File: src/rtl/ysyx_25040109_axi_pkg.sv
// Shared types and constants for the IFU/LSU AXI4 arbiter.
package ysyx_25040109_axi_pkg;

    typedef enum logic [1:0] {
        IDLE,
        RD_IFU,
        RD_LSU,
        WR_LSU
    } axi_state_e;

    typedef enum logic {
        GNT_IFU,
        GNT_LSU
    } grant_e;

    localparam logic [1:0] RESP_OKAY   = 2'b00;
    localparam logic [1:0] RESP_SLVERR = 2'b10;
    localparam logic [1:0] BURST_INCR  = 2'b01;

    localparam int unsigned LEN_W   = 8;
    localparam int unsigned SIZE_W  = 3;
    localparam int unsigned BURST_W = 2;
    localparam int unsigned RESP_W  = 2;

endpackage

File: src/rtl/ysyx_25040109_axi_arbiter.sv
// 2-to-1 AXI4 arbiter: IFU (read) and LSU (read/write) share one memory port,
// one burst at a time, held until its final response handshake.
module ysyx_25040109_axi_arbiter
    import ysyx_25040109_axi_pkg::*;
#(
    parameter int unsigned ADDR_W = 32,
    parameter int unsigned DATA_W = 32,
    parameter int unsigned ID_W   = 4,
    parameter int unsigned FAIR   = 1
) (
    input  logic                  clock,
    input  logic                  reset,

    input  logic                  ifu_arvalid,
    output logic                  ifu_arready,
    input  logic [ADDR_W-1:0]     ifu_araddr,
    input  logic [ID_W-1:0]       ifu_arid,
    input  logic [LEN_W-1:0]      ifu_arlen,
    input  logic [SIZE_W-1:0]     ifu_arsize,
    input  logic [BURST_W-1:0]    ifu_arburst,
    output logic                  ifu_rvalid,
    input  logic                  ifu_rready,
    output logic [DATA_W-1:0]     ifu_rdata,
    output logic [RESP_W-1:0]     ifu_rresp,
    output logic [ID_W-1:0]       ifu_rid,
    output logic                  ifu_rlast,

    input  logic                  lsu_arvalid,
    output logic                  lsu_arready,
    input  logic [ADDR_W-1:0]     lsu_araddr,
    input  logic [ID_W-1:0]       lsu_arid,
    input  logic [LEN_W-1:0]      lsu_arlen,
    input  logic [SIZE_W-1:0]     lsu_arsize,
    input  logic [BURST_W-1:0]    lsu_arburst,
    output logic                  lsu_rvalid,
    input  logic                  lsu_rready,
    output logic [DATA_W-1:0]     lsu_rdata,
    output logic [RESP_W-1:0]     lsu_rresp,
    output logic [ID_W-1:0]       lsu_rid,
    output logic                  lsu_rlast,
    input  logic                  lsu_awvalid,
    output logic                  lsu_awready,
    input  logic [ADDR_W-1:0]     lsu_awaddr,
    input  logic [ID_W-1:0]       lsu_awid,
    input  logic [LEN_W-1:0]      lsu_awlen,
    input  logic [SIZE_W-1:0]     lsu_awsize,
    input  logic [BURST_W-1:0]    lsu_awburst,
    input  logic                  lsu_wvalid,
    output logic                  lsu_wready,
    input  logic [DATA_W-1:0]     lsu_wdata,
    input  logic [DATA_W/8-1:0]   lsu_wstrb,
    input  logic                  lsu_wlast,
    output logic                  lsu_bvalid,
    input  logic                  lsu_bready,
    output logic [RESP_W-1:0]     lsu_bresp,
    output logic [ID_W-1:0]       lsu_bid,

    output logic                  mem_arvalid,
    input  logic                  mem_arready,
    output logic [ADDR_W-1:0]     mem_araddr,
    output logic [ID_W-1:0]       mem_arid,
    output logic [LEN_W-1:0]      mem_arlen,
    output logic [SIZE_W-1:0]     mem_arsize,
    output logic [BURST_W-1:0]    mem_arburst,
    input  logic                  mem_rvalid,
    output logic                  mem_rready,
    input  logic [DATA_W-1:0]     mem_rdata,
    input  logic [RESP_W-1:0]     mem_rresp,
    input  logic [ID_W-1:0]       mem_rid,
    input  logic                  mem_rlast,
    output logic                  mem_awvalid,
    input  logic                  mem_awready,
    output logic [ADDR_W-1:0]     mem_awaddr,
    output logic [ID_W-1:0]       mem_awid,
    output logic [LEN_W-1:0]      mem_awlen,
    output logic [SIZE_W-1:0]     mem_awsize,
    output logic [BURST_W-1:0]    mem_awburst,
    output logic                  mem_wvalid,
    input  logic                  mem_wready,
    output logic [DATA_W-1:0]     mem_wdata,
    output logic [DATA_W/8-1:0]   mem_wstrb,
    output logic                  mem_wlast,
    input  logic                  mem_bvalid,
    output logic                  mem_bready,
    input  logic [RESP_W-1:0]     mem_bresp,
    input  logic [ID_W-1:0]       mem_bid
);

    axi_state_e state_q, state_d;
    grant_e     last_grant_q, last_grant_d;
    logic       ar_done_q, ar_done_d;
    logic       aw_done_q, aw_done_d;

    always_ff @(posedge clock or negedge reset) begin
        if (!reset) begin
            state_q      <= IDLE;
            last_grant_q <= GNT_LSU;
            ar_done_q    <= 1'b0;
            aw_done_q    <= 1'b0;
        end else begin
            state_q      <= state_d;
            last_grant_q <= last_grant_d;
            ar_done_q    <= ar_done_d;
            aw_done_q    <= aw_done_d;
        end
    end

    always_comb begin
        state_d      = state_q;
        last_grant_d = last_grant_q;
        ar_done_d    = ar_done_q;
        aw_done_d    = aw_done_q;
        unique case (state_q)
            IDLE: begin
                if (lsu_awvalid) begin
                    state_d = WR_LSU;
                end else if (lsu_arvalid && ifu_arvalid) begin
                    state_d = (FAIR != 0 && last_grant_q == GNT_LSU) ? RD_IFU : RD_LSU;
                end else if (ifu_arvalid) begin
                    state_d = RD_IFU;
                end else if (lsu_arvalid) begin
                    state_d = RD_LSU;
                end
            end
            RD_IFU, RD_LSU: begin
                if (mem_arvalid && mem_arready) ar_done_d = 1'b1;
                // rlast alone ends the burst; there is no beat counter
                if (mem_rvalid && mem_rready && mem_rlast) begin
                    state_d      = IDLE;
                    ar_done_d    = 1'b0;
                    last_grant_d = (state_q == RD_IFU) ? GNT_IFU : GNT_LSU;
                end
            end
            WR_LSU: begin
                if (mem_awvalid && mem_awready) aw_done_d = 1'b1;
                if (mem_bvalid && mem_bready) begin
                    state_d      = IDLE;
                    aw_done_d    = 1'b0;
                    last_grant_d = GNT_LSU;
                end
            end
            default: state_d = IDLE;
        endcase
    end

    always_comb begin
        ifu_arready = '0; ifu_rvalid = '0; ifu_rdata = '0;
        ifu_rresp   = '0; ifu_rid    = '0; ifu_rlast = '0;
        lsu_arready = '0; lsu_rvalid = '0; lsu_rdata = '0;
        lsu_rresp   = '0; lsu_rid    = '0; lsu_rlast = '0;
        lsu_awready = '0; lsu_wready = '0;
        lsu_bvalid  = '0; lsu_bresp  = '0; lsu_bid   = '0;
        mem_arvalid = '0; mem_araddr = '0; mem_arid  = '0;
        mem_arlen   = '0; mem_arsize = '0; mem_arburst = '0;
        mem_rready  = '0;
        mem_awvalid = '0; mem_awaddr = '0; mem_awid  = '0;
        mem_awlen   = '0; mem_awsize = '0; mem_awburst = '0;
        mem_wvalid  = '0; mem_wdata  = '0; mem_wstrb = '0; mem_wlast = '0;
        mem_bready  = '0;
        unique case (state_q)
            RD_IFU: begin
                mem_arvalid = ifu_arvalid & ~ar_done_q;
                ifu_arready = mem_arready & ~ar_done_q;
                mem_araddr  = ifu_araddr;
                mem_arid    = ifu_arid;
                mem_arlen   = ifu_arlen;
                mem_arsize  = ifu_arsize;
                mem_arburst = ifu_arburst;
                ifu_rvalid  = mem_rvalid;
                mem_rready  = ifu_rready;
                ifu_rdata   = mem_rdata;
                ifu_rresp   = mem_rresp;
                ifu_rid     = mem_rid;
                ifu_rlast   = mem_rlast;
            end
            RD_LSU: begin
                mem_arvalid = lsu_arvalid & ~ar_done_q;
                lsu_arready = mem_arready & ~ar_done_q;
                mem_araddr  = lsu_araddr;
                mem_arid    = lsu_arid;
                mem_arlen   = lsu_arlen;
                mem_arsize  = lsu_arsize;
                mem_arburst = lsu_arburst;
                lsu_rvalid  = mem_rvalid;
                mem_rready  = lsu_rready;
                lsu_rdata   = mem_rdata;
                lsu_rresp   = mem_rresp;
                lsu_rid     = mem_rid;
                lsu_rlast   = mem_rlast;
            end
            WR_LSU: begin
                // W may run ahead of AW; only AW is gated after its handshake
                mem_awvalid = lsu_awvalid & ~aw_done_q;
                lsu_awready = mem_awready & ~aw_done_q;
                mem_awaddr  = lsu_awaddr;
                mem_awid    = lsu_awid;
                mem_awlen   = lsu_awlen;
                mem_awsize  = lsu_awsize;
                mem_awburst = lsu_awburst;
                mem_wvalid  = lsu_wvalid;
                lsu_wready  = mem_wready;
                mem_wdata   = lsu_wdata;
                mem_wstrb   = lsu_wstrb;
                mem_wlast   = lsu_wlast;
                lsu_bvalid  = mem_bvalid;
                mem_bready  = lsu_bready;
                lsu_bresp   = mem_bresp;
                lsu_bid     = mem_bid;
            end
            default: ;
        endcase
    end

endmodule

File: config.mk
export PLATFORM = sky130hd
export DESIGN_NAME = ysyx_25040109_axi_arbiter
export DESIGN_NICKNAME = d
export VERILOG_FILES = /design/src/rtl/ysyx_25040109_axi_pkg.sv /design/src/rtl/ysyx_25040109_axi_arbiter.sv
export SDC_FILE = /design/constraint.sdc
export NUM_CORES = 1
export LEC_CHECK = 0
export ABC_AREA = 1
export BUFFER_PORTS_ARGS = -buffer_cell sky130_fd_sc_hd__buf_2
export CORE_AREA = 2 2 184 186
export CTS_BUF_LIST = sky130_fd_sc_hd__clkbuf_4 sky130_fd_sc_hd__clkbuf_8 sky130_fd_sc_hd__clkbuf_16
export CTS_CLUSTER_SIZE = 8
export DETAILED_ROUTE_END_ITERATION = 10
export DIE_AREA = 0 0 186 188
export GPL_TIMING_DRIVEN = 1
export PLACE_DENSITY = 0.43
export SYNTH_ARGS = -nofsm -noshare
export SYNTH_HDL_FRONTEND = slang
export SYNTH_SLANG_ARGS = --single-unit
File: constraint.sdc
create_clock -name clock -period 2.68 [get_ports clock]
set_input_delay 0.536 -clock clock [delete_from_list [all_inputs] [get_ports clock]]
set_output_delay 0.536 -clock clock [all_outputs]
set_load 0.005 [all_outputs]
Word level (Yosys, flattened, before mapping)
Cells that the tools add are included.

storage, ports and cells
  register bits = 5

operators by class
  equality and inequality tests = 6
  muxes and demuxes = 51
  bitwise operators = 7
  reductions and logical operators = 15

operator list
  kind                number
  $mux 32             4
  $pmux 32 s2         1
  $mux 2              11
  $mux 1              20
  $mux 4              5
  $pmux 8 s2          1
  $mux 8              1
  $pmux 4 s2          1
  $logic_and 1x1->1   6
  $pmux 1 s2          3
  $pmux 2 s3          1
  $pmux 3 s2          1
  $reduce_and 3->1    2
  $reduce_bool 2->1   3
  $and 1x1->1         5
  $ne 5x5->1 const B  1
  $eq 2x2->1 const B  2
  $ne 2x2->1 const B  2
  $pmux 2 s2          1
  $reduce_and 2->1    2
  $mux 3              1
  $eq 2x1->1 const B  1
  $logic_not 2->1     1
  $not 1->1           2
  $reduce_or 2->1     1

Logic depth before layout (Yosys ltp)
Gate-level depths: netlist of run 1.

  word-level depth = 6
  depth in mapped cells = 9

Worst setup path after synthesis of run 1
OpenSTA, ideal clock, no wires.

  path kind = register -> output
  from = register state_q[0]
  to = output mem_araddr[10]
  data arrival time = 1.244 ns
  data required time = 2.144 ns
  slack = 0.900 ns
  stages on the path, launching flop included = 6
  path through = dfrtp_1 > inv_1 > ha_1 > inv_2 > clkbuf_1 > a21oi_1

between the ends
  longest elaborated chain between the ends = 2
  elaborated cells on any way between the ends = 3
  those cells by class = eq/ne (2); mux (1)

ends and longest elaborated chain
  what                                      RTL line                          source
  start, declared                           ysyx_25040109_axi_arbiter.sv:89   axi_state_e state_q, state_d;
  start signal, assigned                    ysyx_25040109_axi_arbiter.sv:101  state_q <= state_d;
  $eq 2x2->1 or $eq 2x1->1 (tied branches)  ysyx_25040109_axi_arbiter.sv:160  unique case (state_q)
  $pmux 32 s2 (*)                           ysyx_25040109_axi_arbiter.sv:160
  end, declared                             ysyx_25040109_axi_arbiter.sv:60   output logic [ADDR_W-1:0] mem_araddr,

Every way passes the cells marked *; elsewhere a longest branch is shown, timed or not.

Worst setup path in the final report of run 1
  from = register state_q[0]
  to = output mem_araddr[15]

The elaborated chain is that of the path after synthesis.

==> results of run 1 <==
-- layer usage --
metal | track usage [%] | routed length (um)
met4 | 0.787 | 81
met1 | 8.82 | 6200
met5 | 0 | 0
met3 | 1.24 | 1330
met2 | 16.2 | 8080
-- layout by cell type, fill, tap and decap left out, types with 2 or more instances in the layout --
cell / count
o21ai_1: 2
a21oi_1: 52
buf_4: 2
dfrtp_1: 4
nor2_1: 7
buf_12: 5
nand2_1: 291
nand3_1: 5
ha_4: 2
inv_2: 2
inv_1: 187
and3_1: 2
clkbuf_16: 3
buf_2: 473
ha_1: 2
-- worst max path at each step --
stage	slack, ns	from	end
after global placement	0.56	state_q[0]$_DFFE_PN0P_	mem_araddr[11]
after global routing	0.14	state_q[0]$_DFFE_PN0P_	mem_arid[1]
after detailed placement	0.52	state_q[0]$_DFFE_PN0P_	mem_araddr[15]
after floorplan	0.90	state_q[0]$_DFFE_PN0P_	mem_araddr[10]
after CTS	0.27	state_q[0]$_DFFE_PN0P_	mem_araddr[15]
final	0.27	state_q[0]$_DFFE_PN0P_	mem_araddr[15]
-- final cells by class --
cell class,instances,share of cell area (%)
clock buffers,3,1.36
clock inverters,1,0.0908
repair buffers,480,45.0
multi-input cells,369,28.2
inverters,189,12.9
flip-flops and latches,5,2.29
well taps,448,10.2
-- power by group through the flow --
| stage | clock, W | sequential [W] | combinational (W) |
|---|---|---|---|
| after CTS | 0.000253 | 0.000154 | 0.00297 |
| after global routing | 0.000263 | 0.000158 | 0.00334 |
| after global placement | 0 | 0.000153 | 0.00298 |
| after detailed placement | 0 | 0.000154 | 0.00296 |
| after floorplan | 0 | 0.000141 | 0.00161 |
| final | 0.000248 | 0.000153 | 0.00292 |
-- flip-flops by register name, summed over array words and instances, names as in the netlist --
register      count
last_grant_q      1
ar_done_q         1
state_q           2
aw_done_q         1
-- cells by family (layout without fill, tap and decap cells) --
logic type	after synthesis	in the layout	synth area share [%]
compound gates	57	57	11.5
simple gates	307	307	45.4
fa+ha+maj	5	5	2.44
flops	5	5	4.92
buf+inv	225	673	35.7
-- per-stage QoR --
step	worst slack (ns)	hold slack (ns)	util (%)
2_1_floorplan	0.900	0.240	-
3_3_place_gp	0.557	0.375	16.4
3_5_place_dp	0.520	0.374	16.4
4_1_cts	0.265	0.133	16.6
5_1_grt	0.138	0.135	16.6
6_report	0.271	0.126	16.6
==> flow_metrics.env, run 1 <==
export IMPL_routed_wl_mm=15.7
export IMPL_via_per_inst=3.29
export IMPL_setup_viol=0
export IMPL_synth_edff_count=0
export IMPL_critical_path_arrival_ns=1.87
export IMPL_ys_warnings_count=0
export IMPL_numCtsBuffers=3
export IMPL_dpl_cell_area_sq_mm=0.00543
export IMPL_reg2reg_to="state_q[0]$_DFFE_PN0P_"
export IMPL_ff2ff_path_depth=8
export IMPL_grt_pass1_vias=4432
export IMPL_place_hpwl_mm=13.6
export IMPL_synth_top_area_cell="nand2_1"
export IMPL_p_comb_share_pct=87.9
export IMPL_hold_path_class="in -> async"
export IMPL_end_kind="primary output"
export IMPL_grt_max_degree=58
export IMPL_hold_viol_final=0
export IMPL_fp_dieW_um=186
export IMPL_max_stage_delay_ns=0.43
export IMPL_cts_tree="done"
export IMPL_cts_resized=0
export IMPL_finalSetupTns_ns=0
export IMPL_crit_family="buffers and inverters"
export IMPL_p_seq_share_pct=4.6
export IMPL_syn_num_nets=847
export IMPL_drive_above_1_share_pct=46.9
export IMPL_synth_area_sq_mm=0.00257
export IMPL_grt_first_pass_wirelength_mm=22.1
export IMPL_layout_nets=1296
export IMPL_drt_wirelength_per_cell_um=10.5
export IMPL_drt_iter0_drc=170
export IMPL_htree_num_levels=1
export IMPL_start_util_pct=7.76
export IMPL_overflow=0
export IMPL_p_sw_share_pct=55.1
export IMPL_worst_path_buf_inv=4
export IMPL_grt_setup_unrepaired="false"
export IMPL_clkPwrFrac_pct=7.5
export IMPL_place_congestion=0.807
export IMPL_dieHeight_um=188
export IMPL_required_ns=2.14
export IMPL_drv_slew=0
export IMPL_cts_buffer_depth=2
export IMPL_max_vdd_ir_drop_uv=321
export IMPL_fin_crit_sh_pct=89.9
export IMPL_fmaxAchievable_mhz=415
export IMPL_yosysMostFrequentCell="nand2_1"
export IMPL_clk_latency_ns=0.23
export IMPL_antenna_found_initial=0
export IMPL_yosysSeqAreaShare_pct=4.92
export IMPL_route_detailed_drc=0
export IMPL_critPathKind="reg -> out"
export IMPL_relSlewSlack_pct=74.7
export IMPL_postRouteAntennaNets=0
export IMPL_regToRegSetupSlack_ns=0.93
export IMPL_cp_num_cells=6
export IMPL_n_antenna_cell=0
export IMPL_firstDrtPassIters=4
export IMPL_p_leak_nw=4.54
export IMPL_postCtsSetupRepairBufs=0
export IMPL_rows=67
export IMPL_clock_root_buffer="clkbuf_16"
export IMPL_synth_top_area_share_pct=42.5
export IMPL_synthTopCellsByArea="nand2_1 (43%), inv_1 (27%), a21oi_1 (10%), dfrtp_1 (3.9%), buf_4 (3.8%)"
export IMPL_clkSinkCount=5
export IMPL_power_density_mw_per_mm2=603
export IMPL_power_switching_w=0.00183
export IMPL_grt_use_total_pct=8.01
export IMPL_fin_area_sq_mm=0.00551
export IMPL_die_area_sq_mm=0.0350
export IMPL_syn_avg_cell_area_sq_um=4.29
export IMPL_start_kind="register"
export IMPL_vias=4923
export IMPL_synthCells=599
export IMPL_drv_cap=0
export IMPL_power_total_w=0.00332
export IMPL_synth_seq_cells=5
export IMPL_synth_cell_types=19
export IMPL_slowest_stage="dfrtp_1"
export IMPL_hold_buffers=0
export IMPL_worst_pin_slew_ns=0.380
export IMPL_coreArea_sq_mm=0.0331
export IMPL_synthToLayoutAreaGrowth_pct=115
export IMPL_clk_transition_reported_paths_ns=0.04
export IMPL_seq_area_sq_um=126
export IMPL_post_route_min_period_ns=2.41
export IMPL_cp_max_fo=51
export IMPL_ys_flop_type="dfrtp_1"
export IMPL_r2r_start="state_q[0]$_DFFE_PN0P_"
export IMPL_status="completed"
export IMPL_p_int_w=0.00149
export IMPL_synth_common_cells="nand2_1 (291), inv_1 (187), a21oi_1 (52)"
export IMPL_finalNonFillerCells=1495
export IMPL_multiInputGateArea_sq_mm=0.00155
export IMPL_placed_cells_incl_taps=1491
export IMPL_synthArstFlopShare_pct=100
export IMPL_path_cells="inv_1, ha_1, inv_2, buf_12, a21oi_1, buf_2"
export IMPL_portBuffers=473
export IMPL_finClkSkew_ns=0.00352
export IMPL_nFillCells=3878
export IMPL_ioPinCount=474
No activity file was read; power rests on OpenSTA's default activity.
==> run 2, diff against run 1 <==
ABC_AREA = not set   (was 1)
CORE_AREA = 2 2 187 189   (was 2 2 184 186)
DIE_AREA = 0 0 189 191   (was 0 0 186 188)
PLACE_DENSITY = 0.42   (was 0.43)
==> run 2 against run 1 <==
  * Via count shrank 18%
  * Global-route usage shrank 0.62 points
  * Area after synthesis shrank 9.6%
  * Sequential power shrank 3%
  * Routed wire length shrank 0.50%
  * Largest power group unchanged
  * Largest cell class unchanged
  * Critical path depth grew 1
==> flow_metrics.env, run 2 <==
export IMPL_status="completed"
export IMPL_place_congestion=0.803
export IMPL_cts_buffer_depth=2
export IMPL_yosysMostFrequentCell="and2_1"
export IMPL_coreArea_sq_mm=0.0341
export IMPL_p_leak_nw=3.16
export IMPL_finalNonFillerCells=1254
export IMPL_placed_cells_incl_taps=1250
export IMPL_power_density_mw_per_mm2=662
export IMPL_synth_seq_cells=5
export IMPL_synth_area_sq_mm=0.00232
export IMPL_hold_buffers=0
export IMPL_ys_flop_type="dfrtp_1"
export IMPL_nFillCells=3929
export IMPL_largest_reg_flops=2
export IMPL_fp_dieW_um=189
export IMPL_clk_latency_ns=0.23
export IMPL_rows=68
export IMPL_drt_iter0_drc=181
export IMPL_layout_nets=1048
export IMPL_start_kind="register"
export IMPL_ioPinCount=474
export IMPL_drt_wirelength_per_cell_um=12.4
export IMPL_htree_num_levels=1
export IMPL_final_cell_mix="buf_2 (473), and2_1 (176), a22oi_1 (50), nor2b_1 (50), buf_12 (6)"
export IMPL_largest_register="state_q"
export IMPL_cp_startpoint="state_q[0]$_DFFE_PN0P_"
export IMPL_synth_compound_area_share_pct=18.2
export IMPL_vias=4039
export IMPL_synth_top_area_share_pct=47.4
export IMPL_hold_path_class="in -> async"
export IMPL_n_antenna_cell=0
export IMPL_r2r_start="state_q[0]$_DFFE_PN0P_"
export IMPL_clock_root_buffer="clkbuf_16"
export IMPL_dieHeight_um=191
export IMPL_grt_max_degree=65
export IMPL_numCtsBuffers=3
export IMPL_finalSetupTns_ns=0
export IMPL_grt_setup_unrepaired="false"
export IMPL_syn_avg_cell_area_sq_um=6.63
export IMPL_yosys_mux_area_fraction_pct=1.72
export IMPL_end_kind="primary output"
export IMPL_final_common_cell="buf_2"
export IMPL_via_per_inst=3.22
export IMPL_synth_xor_area_share_pct=0
export IMPL_grt_first_pass_wirelength_mm=21.0
export IMPL_synth_top_family_by_area="simple AND/OR/NAND/NOR gates"
export IMPL_synthTopCellsByArea="and2_1 (47%), a22oi_1 (16%), nor2b_1 (13%), dfrtp_1 (4.3%), clkbuf_1 (3.9%)"
export IMPL_required_ns=2.14
export IMPL_place_hpwl_mm=13.5
export IMPL_antenna_found_initial=2
export IMPL_grt_pass1_vias=3524
export IMPL_synthArstFlopShare_pct=100
export IMPL_syn_num_nets=598
export IMPL_route_detailed_drc=0
export IMPL_yosysSeqAreaShare_pct=5.44
export IMPL_postCtsSetupRepairBufs=0
export IMPL_routed_wl_mm=15.6
export IMPL_worst_pin_slew_ns=0.483
export IMPL_synth_cell_types=23
export IMPL_synth_common_cells="and2_1 (176), a22oi_1 (50), nor2b_1 (50)"
export IMPL_clk_transition_reported_paths_ns=0.03
export IMPL_clkSinkCount=5
export IMPL_synth_edff_count=0
export IMPL_ys_warnings_count=0
export IMPL_fin_crit_sh_pct=92.6
export IMPL_cts_resized=0
export IMPL_regToRegSetupSlack_ns=0.64
export IMPL_start_util_pct=6.81
export IMPL_setup_viol=0
export IMPL_post_route_min_period_ns=2.48
export IMPL_grt_use_total_pct=7.39
export IMPL_fmaxAchievable_mhz=403
export IMPL_portBuffers=473
export IMPL_postRouteAntennaNets=0
export IMPL_drive_above_1_share_pct=61.5
export IMPL_yosys_area_share_simple_pct=64.9
export IMPL_finClkSkew_ns=0.00343
export IMPL_firstDrtPassIters=4
export IMPL_hold_viol_final=0
export IMPL_drv_cap=0
export IMPL_synth_top_area_cell="and2_1"
export IMPL_drv_slew=0
export IMPL_critical_path_arrival_ns=1.94
export IMPL_synthAdderAreaFrac_pct=2.69
export IMPL_max_vdd_ir_drop_uv=342
export IMPL_synthToLayoutAreaGrowth_pct=130
export IMPL_synthCells=350
export IMPL_cts_tree="done"
export IMPL_relSlewSlack_pct=67.8
export IMPL_critPathKind="reg -> out"
export IMPL_overflow=0
export IMPL_cp_max_fo=51
export IMPL_die_area_sq_mm=0.0361
## run 2: cell types whose count changed after synthesis, sizes merged, moves of 7 or more
cell and change:
nand2 -286, a21oi -51, inv -186, nor2 -7, and2 +176, clkbuf +20, buf -20, a22oi +50
nor2b +50
## run 2: report_power, final
group / switching [W] / total [W] / internal (W)
logic: 0.00154 / 0.00313 / 0.00158
registers: 0.0000315 / 0.000148 / 0.000116
clock network: 0.0000499 / 0.000257 / 0.000207
## run 2: cells by family after synthesis
family,Yosys count
and+or+nand+nor,239
AOI/OAI and AO/OA,58
buffers and inverters,39
adders and majority gates,5
DFF,5
muxes,4
## run 2: through the flow
stage	power [W]	setup WS [ns]	utilization (%)	cell area [sq um]	hold WS, ns
detailed placement	0.00332	0.434	15.4	5250	0.369
finish	0.00353	0.200	15.6	5330	0.120
global placement	0.00335	0.461	15.4	5250	0.373
global route	0.00389	0.0240	15.6	5330	0.122
floorplan	0.00184	0.950	-	2320	0.240
CTS	0.00360	0.188	15.6	5330	0.127
## run 2: critical path, cell delays in order, from the launching register on
cell and delay [ns]:
dfrtp_1 0.40, inv_1 0.14, ha_2 0.34, buf_12 0.25
buf_12 0.21, a22oi_1 0.10, nor2b_1 0.11, buf_2 0.13
## run 2: cell type report
class                   instances  area (sq um)  share of cell area (%)
flip-flops and latches          5           126                    2.37
inverters                       3          11.3                   0.211
clock buffers                   4          82.6                    1.55
multi-input cells             306          2040                    38.3
well taps                     455           569                    10.7
repair buffers                481          2500                    46.9
## run 2: final timing paths
| kind | to | cells past startpoint |
|---|---|---|
| max in group asynchronous | last_grant_q$_DFFE_PN1P_ | 1 |
| max | mem_araddr[23] | 7 |
| min | aw_done_q$_DFFE_PN0P_ | 1 |
| min reg2reg | last_grant_q$_DFFE_PN1P_ | 2 |
| max reg2reg | last_grant_q$_DFFE_PN1P_ | 7 |
| min in group clock | last_grant_q$_DFFE_PN1P_ | 2 |
## run 2: metal layers
metal  GRT usage [%]  wire length, um  vias up
li1                -                -     2040
met1            10.5             7100     1825
met2            12.2             7460      166
met3            1.19             1000        6
met4           0.361               30        2
met5               0               13        -
==> run 3, diff against run 2 <==
GPL_TIMING_DRIVEN = 0   (was 1)
REMOVE_ABC_BUFFERS = 1   (was not set)
==> run 3 against run 2 <==
  * Flip-flop and latch count stayed put
  * Register-to-register slack hardly changed
  * Clock skew hardly changed
  * Sequential share of layout area hardly changed
  * Clock-buffer cell count stayed put
  * Worst hold slack better by 0.0099 ns
  * Utilization is 0.051 points lower
  * Die area stayed put
==> flow_metrics.env, run 3 (same netlist as run 2, synthesis figures left out) <==
export IMPL_drt_iter0_drc=163
export IMPL_path_cells="inv_1, ha_2, buf_12, nor2b_1, buf_2"
export IMPL_nFillCells=3939
export IMPL_die_area_sq_mm=0.0361
export IMPL_cts_buffer_depth=2
export IMPL_cts_resized=0
export IMPL_p_leak_nw=3.14
export IMPL_postRouteAntennaNets=0
export IMPL_largest_register="state_q"
export IMPL_final_common_cell="buf_2"
export IMPL_drv_cap=0
export IMPL_r2r_start="state_q[1]$_DFFE_PN0P_"
export IMPL_status="completed"
export IMPL_pre_cts_slack_ns=0.375
export IMPL_grt_use_total_pct=7.05
export IMPL_ff2ff_path_depth=7
export IMPL_start_kind="register"
export IMPL_dieHeight_um=191
export IMPL_fin_crit_sh_pct=91.7
export IMPL_max_vdd_ir_drop_uv=302
export IMPL_clk_latency_ns=0.23
export IMPL_drive_above_1_share_pct=61.4
export IMPL_clkSinkCount=5
export IMPL_reg2reg_to="last_grant_q$_DFFE_PN1P_"
export IMPL_grt_setup_unrepaired="false"
export IMPL_layout_nets=1044
export IMPL_multiInputGateArea_sq_mm=0.00206
export IMPL_power_density_mw_per_mm2=668
export IMPL_coreArea_sq_mm=0.0341
export IMPL_fin_area_sq_mm=0.00531
export IMPL_end_kind="primary output"
export IMPL_routed_wl_mm=15.1
export IMPL_n_antenna_cell=0
export IMPL_largest_reg_flops=2
export IMPL_final_cell_mix="buf_2 (473), and2_1 (176), a22oi_1 (50), nor2b_1 (50), nand2_1 (5)"
export IMPL_postCtsSetupRepairBufs=0
export IMPL_slowest_stage="ha_2"
export IMPL_grt_pass1_vias=3468
export IMPL_regToRegSetupSlack_ns=0.65
export IMPL_finalSetupTns_ns=0
export IMPL_worst_pin_slew_ns=0.519
export IMPL_dpl_cell_area_sq_mm=0.00523
export IMPL_clk_transition_reported_paths_ns=0.04
export IMPL_critical_path_arrival_ns=1.92
export IMPL_place_congestion=0.815
export IMPL_place_hpwl_mm=12.7
export IMPL_overflow=0
export IMPL_antenna_found_initial=2
export IMPL_htree_num_levels=1
export IMPL_relSlewSlack_pct=65.4
export IMPL_via_per_inst=3.23
export IMPL_setup_viol=0
export IMPL_ioPinCount=474
export IMPL_hold_viol_final=0
export IMPL_route_detailed_drc=0
export IMPL_max_stage_delay_ns=0.45
export IMPL_cp_max_fo=51
export IMPL_placed_cells_incl_taps=1246
export IMPL_grt_max_degree=93
export IMPL_vias=4039
export IMPL_fmaxAchievable_mhz=407
export IMPL_finalNonFillerCells=1250
export IMPL_post_route_min_period_ns=2.46
export IMPL_rows=68
export IMPL_clock_root_buffer="clkbuf_16"
export IMPL_seq_area_sq_um=126
export IMPL_firstDrtPassIters=4
export IMPL_required_ns=2.14
export IMPL_portBuffers=473
export IMPL_grt_first_pass_wirelength_mm=20.2
export IMPL_postLayoutSetupSlackWorst_ns=0.221
export IMPL_cts_tree="done"
export IMPL_worst_path_buf_inv=3
export IMPL_synthToLayoutAreaGrowth_pct=129
export IMPL_drt_wirelength_per_cell_um=12.1
export IMPL_drv_slew=0
export IMPL_numCtsBuffers=3
export IMPL_finClkSkew_ns=0.00379
export IMPL_critPathKind="reg -> out"
export IMPL_fp_dieW_um=189
export IMPL_hold_buffers=0
export IMPL_hold_path_class="in -> async"
export IMPL_start_util_pct=6.81
export IMPL_crit_family="buffers and inverters"
==> run 3: cell types whose count changed in the layout (fill, tap and decap cells not counted) <==
cell / change
buf_12: -4
buf_16: +2
buf_4: -2
ha_4: +2
ha_1: -1
ha_2: -1
==> run 3: worst max path at each step <==
stage / from / end / cells after the start
after floorplan: state_q[0]$_DFFE_PN0P_ / mem_rready / 4
after global placement: state_q[0]$_DFFE_PN0P_ / mem_arburst[1] / 5
final: state_q[0]$_DFFE_PN0P_ / mem_araddr[5] / 5
after global routing: state_q[0]$_DFFE_PN0P_ / mem_arvalid / 5
after CTS: state_q[0]$_DFFE_PN0P_ / mem_araddr[5] / 5
after detailed placement: state_q[0]$_DFFE_PN0P_ / mem_araddr[5] / 5
==> run 3: final cells by class <==
| cell class | count | share of cell area (%) |
|---|---|---|
| clock buffer | 4 | 1.55 |
| inverter | 3 | 0.212 |
| multi-input combinational | 306 | 38.8 |
| sequential | 5 | 2.38 |
| tap | 455 | 10.7 |
| timing repair buffer | 477 | 46.3 |
==> run 3: report_power, final <==
group,internal (W),total (W),switching (W)
clock network,0.000207,0.000257,0.0000498
registers,0.000116,0.000150,0.0000338
logic,0.00156,0.00314,0.00158
==> run 3: through the flow <==
stage	util [%]	hold slack, ns	power [W]
2_1_floorplan	-	0.240	0.00172
3_3_place_gp	15.0	0.372	0.00323
3_5_place_dp	15.3	0.372	0.00336
4_1_cts	15.6	0.130	0.00363
5_1_grt	15.6	0.137	0.00390
6_report	15.6	0.130	0.00355
==> run 3: per-layer routing <==
layer / up-vias / GRT usage [%] / routed length, um
li1: 2032 / - / -
met4: 4 / 0.901 / 112
met2: 170 / 11.6 / 7250
met3: 10 / 1.29 / 1020
met1: 1823 / 9.78 / 6690
met5: - / 0 / 27
